`config.mk`:
```
export PLATFORM = sky130hd
export DESIGN_NAME = vga_timing_gen_flat
export DESIGN_NICKNAME = d
export VERILOG_FILES = /design/src/rtl/vga_timing_gen_if.sv /design/src/rtl/vga_timing_gen.sv /design/src/flat_wrapper.sv
export SDC_FILE = /design/constraint.sdc
export NUM_CORES = 1
export LEC_CHECK = 0
export ABC_AREA = 1
export BUFFER_PORTS_ARGS = -buffer_cell sky130_fd_sc_hd__clkbuf_2
export CORE_MARGIN = 3
export CORE_UTILIZATION = 30
export CTS_BUF_LIST = sky130_fd_sc_hd__clkbuf_4 sky130_fd_sc_hd__clkbuf_8
export DETAILED_ROUTE_END_ITERATION = 10
export PLACE_DENSITY_LB_ADDON = 0.1
export SLEW_MARGIN = 20
export SYNTH_ARGS = -nofsm -noshare
export SYNTH_HDL_FRONTEND = slang
export SYNTH_SLANG_ARGS = --single-unit
```
`constraint.sdc`:
```
create_clock -name clk_i -period 2.3 [get_ports clk_i]
set_input_delay 0.115 -clock clk_i [delete_from_list [all_inputs] [get_ports clk_i]]
set_output_delay 0.115 -clock clk_i [all_outputs]
set_load 0.02 [all_outputs]
```
`src/rtl/vga_timing_gen_if.sv`:
```
`default_nettype none
// +--------------------------------------------------------------------------+
// | Module   : vga_timing_gen_if                                             |
// | Purpose  : Pixel-request / pixel-data / VGA pin bundle of vga_timing_gen.|
// |            master = timing generator, slave = pixel source / pin side.   |
// | Revision : 1.0 - initial release                                         |
// +--------------------------------------------------------------------------+
interface vga_timing_gen_if #(
  parameter int COLOR_W = 1
);
  logic [1:0]         mode_i;
  logic [COLOR_W-1:0] pix_r_i;
  logic [COLOR_W-1:0] pix_g_i;
  logic [COLOR_W-1:0] pix_b_i;
  logic [11:0]        pix_x_o;
  logic [10:0]        pix_y_o;
  logic               pix_act_o;
  logic               vga_hs_o;
  logic               vga_vs_o;
  logic               vga_de_o;
  logic [COLOR_W-1:0] vga_r_o;
  logic [COLOR_W-1:0] vga_g_o;
  logic [COLOR_W-1:0] vga_b_o;
  logic               frame_start_o;
  logic               line_start_o;

  modport master (
    input  mode_i, pix_r_i, pix_g_i, pix_b_i,
    output pix_x_o, pix_y_o, pix_act_o,
    output vga_hs_o, vga_vs_o, vga_de_o, vga_r_o, vga_g_o, vga_b_o,
    output frame_start_o, line_start_o
  );

  modport slave (
    output mode_i, pix_r_i, pix_g_i, pix_b_i,
    input  pix_x_o, pix_y_o, pix_act_o,
    input  vga_hs_o, vga_vs_o, vga_de_o, vga_r_o, vga_g_o, vga_b_o,
    input  frame_start_o, line_start_o
  );
endinterface
`default_nettype wire

```
`src/rtl/vga_timing_gen.sv`:
```
`default_nettype none
// +--------------------------------------------------------------------------+
// | Module   : vga_timing_gen                                                |
// | Purpose  : Parametrised VGA timing generator with registered HS/VS/DE,   |
// |            colour output, external-pixel/test-pattern mux and frame/line |
// |            start pulses. Optional macro VGA_TIMING_BORDER_EN forces a    |
// |            one-pixel all-ones border around the active area.            |
// | Revision : 1.0 - initial release                                         |
// +--------------------------------------------------------------------------+
module vga_timing_gen #(
  parameter int COLOR_W  = 1,
  parameter int H_ACTIVE = 1920,
  parameter int H_FP     = 88,
  parameter int H_SYNC   = 44,
  parameter int H_BP     = 148,
  parameter int V_ACTIVE = 1080,
  parameter int V_FP     = 4,
  parameter int V_SYNC   = 5,
  parameter int V_BP     = 36,
  parameter int HS_POL   = 1,
  parameter int VS_POL   = 1
) (
  input wire               clk_i,
  input wire               rst_ni,
  vga_timing_gen_if.master bus
);

  localparam int H_TOTAL = H_ACTIVE + H_FP + H_SYNC + H_BP;
  localparam int V_TOTAL = V_ACTIVE + V_FP + V_SYNC + V_BP;
  localparam int BAR_W   = H_ACTIVE / 8;
  localparam int BAR_H   = V_ACTIVE / 8;

  // Width-exact copies of the timing points so all compares are 12/11 bits.
  localparam logic [11:0] c_h_last     = 12'(H_TOTAL - 1);
  localparam logic [11:0] c_h_act      = 12'(H_ACTIVE);
  localparam logic [11:0] c_hs_beg     = 12'(H_ACTIVE + H_FP);
  localparam logic [11:0] c_hs_end     = 12'(H_ACTIVE + H_FP + H_SYNC);
  localparam logic [11:0] c_bar_w_last = 12'(BAR_W - 1);
  localparam logic [10:0] c_v_last     = 11'(V_TOTAL - 1);
  localparam logic [10:0] c_v_act      = 11'(V_ACTIVE);
  localparam logic [10:0] c_vs_beg     = 11'(V_ACTIVE + V_FP);
  localparam logic [10:0] c_vs_end     = 11'(V_ACTIVE + V_FP + V_SYNC);
  localparam logic [10:0] c_bar_h_last = 11'(BAR_H - 1);
  localparam logic        c_hs_on      = (HS_POL != 0);
  localparam logic        c_vs_on      = (VS_POL != 0);
`ifdef VGA_TIMING_BORDER_EN
  localparam logic [11:0] c_h_act_last = 12'(H_ACTIVE - 1);
  localparam logic [10:0] c_v_act_last = 11'(V_ACTIVE - 1);
`endif

  // Counters are fixed width; refuse configurations that would overflow them.
  if (H_TOTAL > 4096) begin : g_chk_h_total
    $error("vga_timing_gen: H_TOTAL exceeds 4096");
  end
  if (V_TOTAL > 2048) begin : g_chk_v_total
    $error("vga_timing_gen: V_TOTAL exceeds 2048");
  end
  if (H_ACTIVE < 8 || V_ACTIVE < 8) begin : g_chk_bars
    $error("vga_timing_gen: active area too small for 8 colour bars");
  end

  logic [11:0]        h_q, h_d, bxc_q, bxc_d;
  logic [10:0]        v_q, v_d, byc_q, byc_d;
  logic [2:0]         bx_q, bx_d, by_q, by_d;
  logic [1:0]         mode_q, mode_d;
  logic               hs_q, hs_d, vs_q, vs_d, de_q, de_d;
  logic               fs_q, fs_d, ls_q, ls_d;
  logic [COLOR_W-1:0] r_q, r_d, g_q, g_d, b_q, b_d;

  logic               w_h_wrap, w_v_wrap, w_active;
  logic [2:0]         w_code;

  assign w_h_wrap = (h_q == c_h_last);
  assign w_v_wrap = (v_q == c_v_last);
  assign w_active = (h_q < c_h_act) && (v_q < c_v_act);

  // Next-state: raster counters, bar sub-counters, mode latch and the output stage.
  always_comb begin
    h_d    = h_q + 12'd1;
    v_d    = v_q;
    bxc_d  = bxc_q + 12'd1;
    bx_d   = bx_q;
    byc_d  = byc_q;
    by_d   = by_q;
    mode_d = mode_q;
    w_code = 3'd0;
    r_d    = '0;
    g_d    = '0;
    b_d    = '0;

    if (w_h_wrap) begin
      h_d   = 12'd0;
      bxc_d = 12'd0;
      bx_d  = 3'd0;
      v_d   = w_v_wrap ? 11'd0 : v_q + 11'd1;
      if (w_v_wrap) begin
        byc_d = 11'd0;
        by_d  = 3'd0;
      end else if (byc_q == c_bar_h_last) begin
        byc_d = 11'd0;
        by_d  = (by_q == 3'd7) ? 3'd7 : by_q + 3'd1;
      end else begin
        byc_d = byc_q + 11'd1;
      end
    end else if (bxc_q == c_bar_w_last) begin
      bxc_d = 12'd0;
      bx_d  = (bx_q == 3'd7) ? 3'd7 : bx_q + 3'd1;
    end

    // Mode only changes on the very last blank pixel so frames are never mixed.
    if (w_h_wrap && w_v_wrap) begin
      mode_d = bus.mode_i;
    end

    case (mode_q)
      2'd1:    w_code = 3'd7 - bx_q;
      2'd2:    w_code = 3'd7 - by_q;
      default: w_code = (3'd7 - bx_q) ^ (3'd7 - by_q);
    endcase

    if (w_active) begin
      if (mode_q == 2'd0) begin
        r_d = bus.pix_r_i;
        g_d = bus.pix_g_i;
        b_d = bus.pix_b_i;
      end else begin
        r_d = {COLOR_W{w_code[2]}};
        g_d = {COLOR_W{w_code[1]}};
        b_d = {COLOR_W{w_code[0]}};
      end
`ifdef VGA_TIMING_BORDER_EN
      if (h_q == 12'd0 || h_q == c_h_act_last || v_q == 11'd0 || v_q == c_v_act_last) begin
        r_d = '1;
        g_d = '1;
        b_d = '1;
      end
`endif
    end

    hs_d = ((h_q >= c_hs_beg) && (h_q < c_hs_end)) ? c_hs_on : ~c_hs_on;
    vs_d = ((v_q >= c_vs_beg) && (v_q < c_vs_end)) ? c_vs_on : ~c_vs_on;
    de_d = w_active;
    fs_d = (h_q == 12'd0) && (v_q == 11'd0);
    ls_d = (h_q == 12'd0) && (v_q < c_v_act);
  end

  // State and output registers; async reset returns to the top-left, blanked, mode 0.
  always_ff @(posedge clk_i or negedge rst_ni) begin
    if (!rst_ni) begin
      h_q    <= 12'd0;
      v_q    <= 11'd0;
      bxc_q  <= 12'd0;
      bx_q   <= 3'd0;
      byc_q  <= 11'd0;
      by_q   <= 3'd0;
      mode_q <= 2'd0;
      hs_q   <= ~c_hs_on;
      vs_q   <= ~c_vs_on;
      de_q   <= 1'b0;
      fs_q   <= 1'b0;
      ls_q   <= 1'b0;
      r_q    <= '0;
      g_q    <= '0;
      b_q    <= '0;
    end else begin
      h_q    <= h_d;
      v_q    <= v_d;
      bxc_q  <= bxc_d;
      bx_q   <= bx_d;
      byc_q  <= byc_d;
      by_q   <= by_d;
      mode_q <= mode_d;
      hs_q   <= hs_d;
      vs_q   <= vs_d;
      de_q   <= de_d;
      fs_q   <= fs_d;
      ls_q   <= ls_d;
      r_q    <= r_d;
      g_q    <= g_d;
      b_q    <= b_d;
    end
  end

  assign bus.pix_x_o       = h_q;
  assign bus.pix_y_o       = v_q;
  assign bus.pix_act_o     = w_active;
  assign bus.vga_hs_o      = hs_q;
  assign bus.vga_vs_o      = vs_q;
  assign bus.vga_de_o      = de_q;
  assign bus.vga_r_o       = r_q;
  assign bus.vga_g_o       = g_q;
  assign bus.vga_b_o       = b_q;
  assign bus.frame_start_o = fs_q;
  assign bus.line_start_o  = ls_q;

endmodule
`default_nettype wire

```
`src/flat_wrapper.sv`:
```
// flat-port wrapper written by rule: the top's interface ports become plain ports
module vga_timing_gen_flat 
#(
  parameter int COLOR_W  = 1,
  parameter int H_ACTIVE = 1920,
  parameter int H_FP     = 88,
  parameter int H_SYNC   = 44,
  parameter int H_BP     = 148,
  parameter int V_ACTIVE = 1080,
  parameter int V_FP     = 4,
  parameter int V_SYNC   = 5,
  parameter int V_BP     = 36,
  parameter int HS_POL   = 1,
  parameter int VS_POL   = 1
)
  (clk_i, rst_ni, bus_mode_i, bus_pix_r_i, bus_pix_g_i, bus_pix_b_i, bus_pix_x_o, bus_pix_y_o, bus_pix_act_o, bus_vga_hs_o, bus_vga_vs_o, bus_vga_de_o, bus_vga_r_o, bus_vga_g_o, bus_vga_b_o, bus_frame_start_o, bus_line_start_o);
  vga_timing_gen_if #(.COLOR_W(COLOR_W)) bus_i ();
  input wire clk_i;
  input wire rst_ni;
  input wire logic [$bits(bus_i.mode_i)-1:0] bus_mode_i;
  input wire logic [$bits(bus_i.pix_r_i)-1:0] bus_pix_r_i;
  input wire logic [$bits(bus_i.pix_g_i)-1:0] bus_pix_g_i;
  input wire logic [$bits(bus_i.pix_b_i)-1:0] bus_pix_b_i;
  output wire logic [$bits(bus_i.pix_x_o)-1:0] bus_pix_x_o;
  output wire logic [$bits(bus_i.pix_y_o)-1:0] bus_pix_y_o;
  output wire logic [$bits(bus_i.pix_act_o)-1:0] bus_pix_act_o;
  output wire logic [$bits(bus_i.vga_hs_o)-1:0] bus_vga_hs_o;
  output wire logic [$bits(bus_i.vga_vs_o)-1:0] bus_vga_vs_o;
  output wire logic [$bits(bus_i.vga_de_o)-1:0] bus_vga_de_o;
  output wire logic [$bits(bus_i.vga_r_o)-1:0] bus_vga_r_o;
  output wire logic [$bits(bus_i.vga_g_o)-1:0] bus_vga_g_o;
  output wire logic [$bits(bus_i.vga_b_o)-1:0] bus_vga_b_o;
  output wire logic [$bits(bus_i.frame_start_o)-1:0] bus_frame_start_o;
  output wire logic [$bits(bus_i.line_start_o)-1:0] bus_line_start_o;
  assign bus_i.mode_i = bus_mode_i;
  assign bus_i.pix_r_i = bus_pix_r_i;
  assign bus_i.pix_g_i = bus_pix_g_i;
  assign bus_i.pix_b_i = bus_pix_b_i;
  assign bus_pix_x_o = bus_i.pix_x_o;
  assign bus_pix_y_o = bus_i.pix_y_o;
  assign bus_pix_act_o = bus_i.pix_act_o;
  assign bus_vga_hs_o = bus_i.vga_hs_o;
  assign bus_vga_vs_o = bus_i.vga_vs_o;
  assign bus_vga_de_o = bus_i.vga_de_o;
  assign bus_vga_r_o = bus_i.vga_r_o;
  assign bus_vga_g_o = bus_i.vga_g_o;
  assign bus_vga_b_o = bus_i.vga_b_o;
  assign bus_frame_start_o = bus_i.frame_start_o;
  assign bus_line_start_o = bus_i.line_start_o;
  vga_timing_gen #(.COLOR_W(COLOR_W), .H_ACTIVE(H_ACTIVE), .H_FP(H_FP), .H_SYNC(H_SYNC), .H_BP(H_BP), .V_ACTIVE(V_ACTIVE), .V_FP(V_FP), .V_SYNC(V_SYNC), .V_BP(V_BP), .HS_POL(HS_POL), .VS_POL(VS_POL)) u_core (.clk_i(clk_i), .rst_ni(rst_ni), .bus(bus_i));
endmodule
```
==> results.txt <==
----------------------------------------------------
[STA]
  Setup repair after global routing missed its margin ... false
  Time the final worst path needs with I/O delays and setup ... 2050 ps
  Hold_ws ... 70.8 ps
  Setup TNS ... 0 ps
  Max Slew Vio Count ... 0
  Headroom to the max-slew limit ... 54.3%
  Final number of setup-violating endpoints ... 0
  Worst Clk Skew ... 6.48 ps
  Slew at the pin closest to its max-slew limit ... 685 ps
  Final cycle utilization of the critical path ... 89.1%
  Final Hold Violating Endpoints ... 0
  Peak Freq ... 488 MHz
  PnR worst setup slack ... 250 ps

[Pwr]
  Worst vdd ir ... 0.185 mV
  Power share of the sequential group ... 50.4%
  Relative contribution of the clock network to total power ... 48.0%
  Combinational Power Share ... 1.6%
  Power density over cell area ... 498 nW/um^2
  Reported leakage power ... 0.00228 uW
  Switching Power ... 479 uW
  Internal power component ... 1680 uW
  Net switching share of the total power ... 22.2%

[Drt]
  Via-per-instance ratio ... 4.53
  Antenna violation net count after detailed routing ... 0
  Number of optimization iterations in the first detailed-route pass ... 4
  Post-detailed-route wirelength per cell ... 12.2 um
  Number of vias in the routed layout ... 3327
  1st-iter DRT viols ... 200
  Sum of routed wire length over all layers ... 8960 um
  Remaining DRCs ... 0

[Yosys]
  Total nets after synthesis ... 535
  Cell variety after synth ... 27
  Compound-gate portion of the synthesized area ... 5.21%
  Post-synthesis instance total ... 516
  Netlist Area Pre-Place ... 3750 sq um
  Cell types occupying the most area after synthesis ... sky130_fd_sc_hd__dfrtp_1 (41%), sky130_fd_sc_hd__nand2_1 (14%), sky130_fd_sc_hd__inv_1 (7.4%), sky130_fd_sc_hd__nand3_1 (6.8%), sky130_fd_sc_hd__nor2_1 (6.7%)
  Yosys top cell area share ... 41.4%
  Dominant combinational cell family by area after synthesis ... simple AND/OR/NAND/NOR gates
  Post-synthesis share of cell area spent on and, or, nand and nor gates ... 35.8%
  Xor/xnor share of the synthesized area ... 3.27%
  Adder-Cell Fraction of Synth Area ... 4.01%
  Sequential share of the synthesized area ... 41.4%
  Number of warning messages in the yosys log ... 0
  Share of synthesized area spent on multiplexers ... 0%
  Avg Inst Size Synth ... 7.26 sq um
  Flip-flop and latch count after synthesis ... 62
  Cell type with the highest aggregate area in the netlist ... sky130_fd_sc_hd__dfrtp_1

[GRT]
  Total track usage ... 13.8%
  Grt total ovfl ... 0
  Number of antenna violations at the first check in global routing ... 0
  First-pass GRT wire length ... 15400 um
  Largest net degree at the start of global routing ... 37
  Via count of the first global-routing pass ... 3132

[Setup path]
  Element type at the critical path start ... flip-flop
  Arrival time at the worst endpoint ... 1940 ps
  Capture point of the worst reg-to-reg path ... u_core.by_q[1]
  Cell chain of the critical path ... inv_1 > nand3_1 > o21ai_1 > nand4_1 > inv_1 > clkbuf_2
  Critical path data required time ... 2180 ps
  Reg-to-reg startpoint ... u_core.bus.pix_x_o[0]
  Highest fanout seen on the critical path ... 6
  Dominant cell type by count on the critical path ... sky130_fd_sc_hd__inv_1
  Worst reg-to-reg setup slack ... 460 ps
  Peak per-stage delay on the critical path ... 440 ps
  Element type at the critical path end ... output pin
  Critical path's slowest cell ... sky130_fd_sc_hd__dfrtp_1
  Setup Crit Path Kind ... flip-flop to output pin
  Worst r2r path cells ... 9

[Clocking]
  Worst skew pair latency ... 360 ps
  Clock tree root driver cell ... sky130_fd_sc_hd__clkbuf_8
  H-tree Lvls ... 3
  Clock-pin transition on the worst setup and hold timing paths ... 70 ps
  Cts bufs inserted ... 9
  Deepest clock path buffer count ... 2
  Setup fix buffers added after clock tree synthesis ... 0
  Clock tree from TritonCTS ... built
  Number of clock sinks ... 62

[Worst hold path]
  Worst Hold Path EP ... u_core.bus.vga_g_o
  Type of the worst min-delay path ... input port to flip-flop
  Worst hold stages ... 4
  HP Start ... bus_pix_g_i

[Floorplan]
  Io pins ... 39
  Chip Height ... 118 um
  Initial standard-cell utilization of the core ... 30.9%
  Area enclosed by the die boundary ... 13900 sq um
  Placement row count ... 40
  Core area ... 12100 sq um
  Die Width ... 118 um

[Cells and area]
  Growth of design area from synthesis to finish ... 15.8%
  Post-Layout Cell Count ... 734
  Net count, final ... 580
  Share of layout cells above drive strength 1 ... 12.4%
  # diodes ... 0
  Final standard cell utilization of the core ... 35.8%

[Status]
  Result of the run ... complete, no violations

[Place]
  Setup slack after placement ... 466 ps
  Routability congestion estimate ... 0.812
  DPL Wire Length ... 6600 um
  Number of buffers added on ports ... 38
  Number of cells after detailed placement ... 715

[Run]
  Total of max-cap violations ... 0

----------------------------------------------------
-- cell usage in the layout (no fill, tap or decap), drive strengths merged --
cell         instances
buf                  6
clkinv               1
clkbuf              50
dfrtp               62
nand4               23
xor2                14
o211ai               1
inv                 76
clkinvlp             1
dlygate4sd3          3
or2                  5
nand2              138
o21ai               24
o21bai               2
and3                 1
a21oi                6
nor3                11
o22ai                3
ha                  12
bufinv               1
nand3b               7
nor2                68
nand3               51
-- state kept, by name, indices dropped and copies added, names as in the netlist, 2 cells and up --
signal              count
u_core.by_q             3
u_core.bus.pix_y_o     11
u_core.bx_q             3
u_core.bus.pix_x_o     12
u_core.byc_q           11
u_core.mode_q           2
u_core.bxc_q           12
-- cells in the mapped netlist --
cell,instances
sky130_fd_sc_hd__ha_1,12
sky130_fd_sc_hd__and3_1,1
sky130_fd_sc_hd__inv_1,74
sky130_fd_sc_hd__o21ai_2,1
sky130_fd_sc_hd__nor2_8,1
sky130_fd_sc_hd__o21ai_0,17
sky130_fd_sc_hd__a21oi_1,6
sky130_fd_sc_hd__o21ai_1,6
sky130_fd_sc_hd__nand3b_1,7
sky130_fd_sc_hd__nand2_1,137
sky130_fd_sc_hd__inv_2,1
sky130_fd_sc_hd__o211ai_1,1
sky130_fd_sc_hd__buf_6,6
sky130_fd_sc_hd__xor2_1,14
sky130_fd_sc_hd__clkbuf_2,1
sky130_fd_sc_hd__o22ai_1,3
sky130_fd_sc_hd__buf_2,5
sky130_fd_sc_hd__nand2_2,1
sky130_fd_sc_hd__nor3_1,10
sky130_fd_sc_hd__inv_4,1
sky130_fd_sc_hd__nand4_1,23
sky130_fd_sc_hd__nand3_1,51
sky130_fd_sc_hd__o21bai_1,2
sky130_fd_sc_hd__or2_2,5
sky130_fd_sc_hd__dfrtp_1,62
sky130_fd_sc_hd__nor2_1,67
sky130_fd_sc_hd__nor3_2,1
-- layer usage --
layer  vias to the layer above  share of wire (%)  track usage, %
li1                       1732                  -               -
met1                      1534                 51            18.7
met2                        47                 43            20.0
met3                        14                3.0            3.08
met4                         0                2.5            8.35
met5                         -                  0               0
-- power groups by stage --
stage,clock [uW],sequential (uW),combinational (uW)
after detailed placement,0,1110,33.7
after global placement,0,1110,32.7
after CTS,1090,1090,37.6
final,1040,1090,34.1
after global routing,1130,1090,41.4
after floorplan,0,1110,0.0303
-- area by class of cell --
type / instances / area (sq um)
timing repair buffer: 46 / 270
clock inverter: 3 / 42.5
fill: 1328 / 7770
sequential: 62 / 1550
tap: 168 / 210
inverter: 76 / 288
multi-input combinational: 366 / 1810
clock buffer: 13 / 166
-- worst max path at each step --
stage	from	slack, ps	cells past startpoint	end
6_report	u_core.bus.pix_y_o[8]	250	6	bus_pix_act_o
4_1_cts	u_core.bus.pix_y_o[8]	150	6	bus_pix_act_o
3_5_place_dp	u_core.bus.pix_x_o[0]	470	9	u_core.by_q[1]
5_1_grt	u_core.bus.pix_y_o[8]	50	6	bus_pix_act_o
2_1_floorplan	u_core.bus.pix_x_o[1]	680	9	u_core.bxc_q[9]
3_3_place_gp	u_core.bus.pix_y_o[0]	480	10	u_core.by_q[2]
-- worst max-delay path: cells and delay by family, from the launching register on --
family          cells  cell delay [ps]
compound gates      1              290
flops               1              440
buf+inv             3              410
simple gates        2              420
-- cell families after synthesis --
kind of cell / after synthesis
buffers and inverters: 88
flip-flops: 62
adder cells (fa/ha/maj): 12
AND/OR/NAND/NOR: 304
XOR/XNOR: 14
AO/OA/AOI/OAI: 36
-- per-stage QoR --
stage	area, sq um	total power, uW
finish	4340	2160
global route	4340	2260
CTS	4340	2220
detailed placement	4100	1140
global placement	4100	1140
floorplan	3750	1110
-- timing repair --
action,4_1_cts,5_1_grt
setup endpoints to repair,0,0
hold buffers,3,0
hold endpoints to repair,28,0
resized for setup,0,0
(Power assumes the default switching activity.)
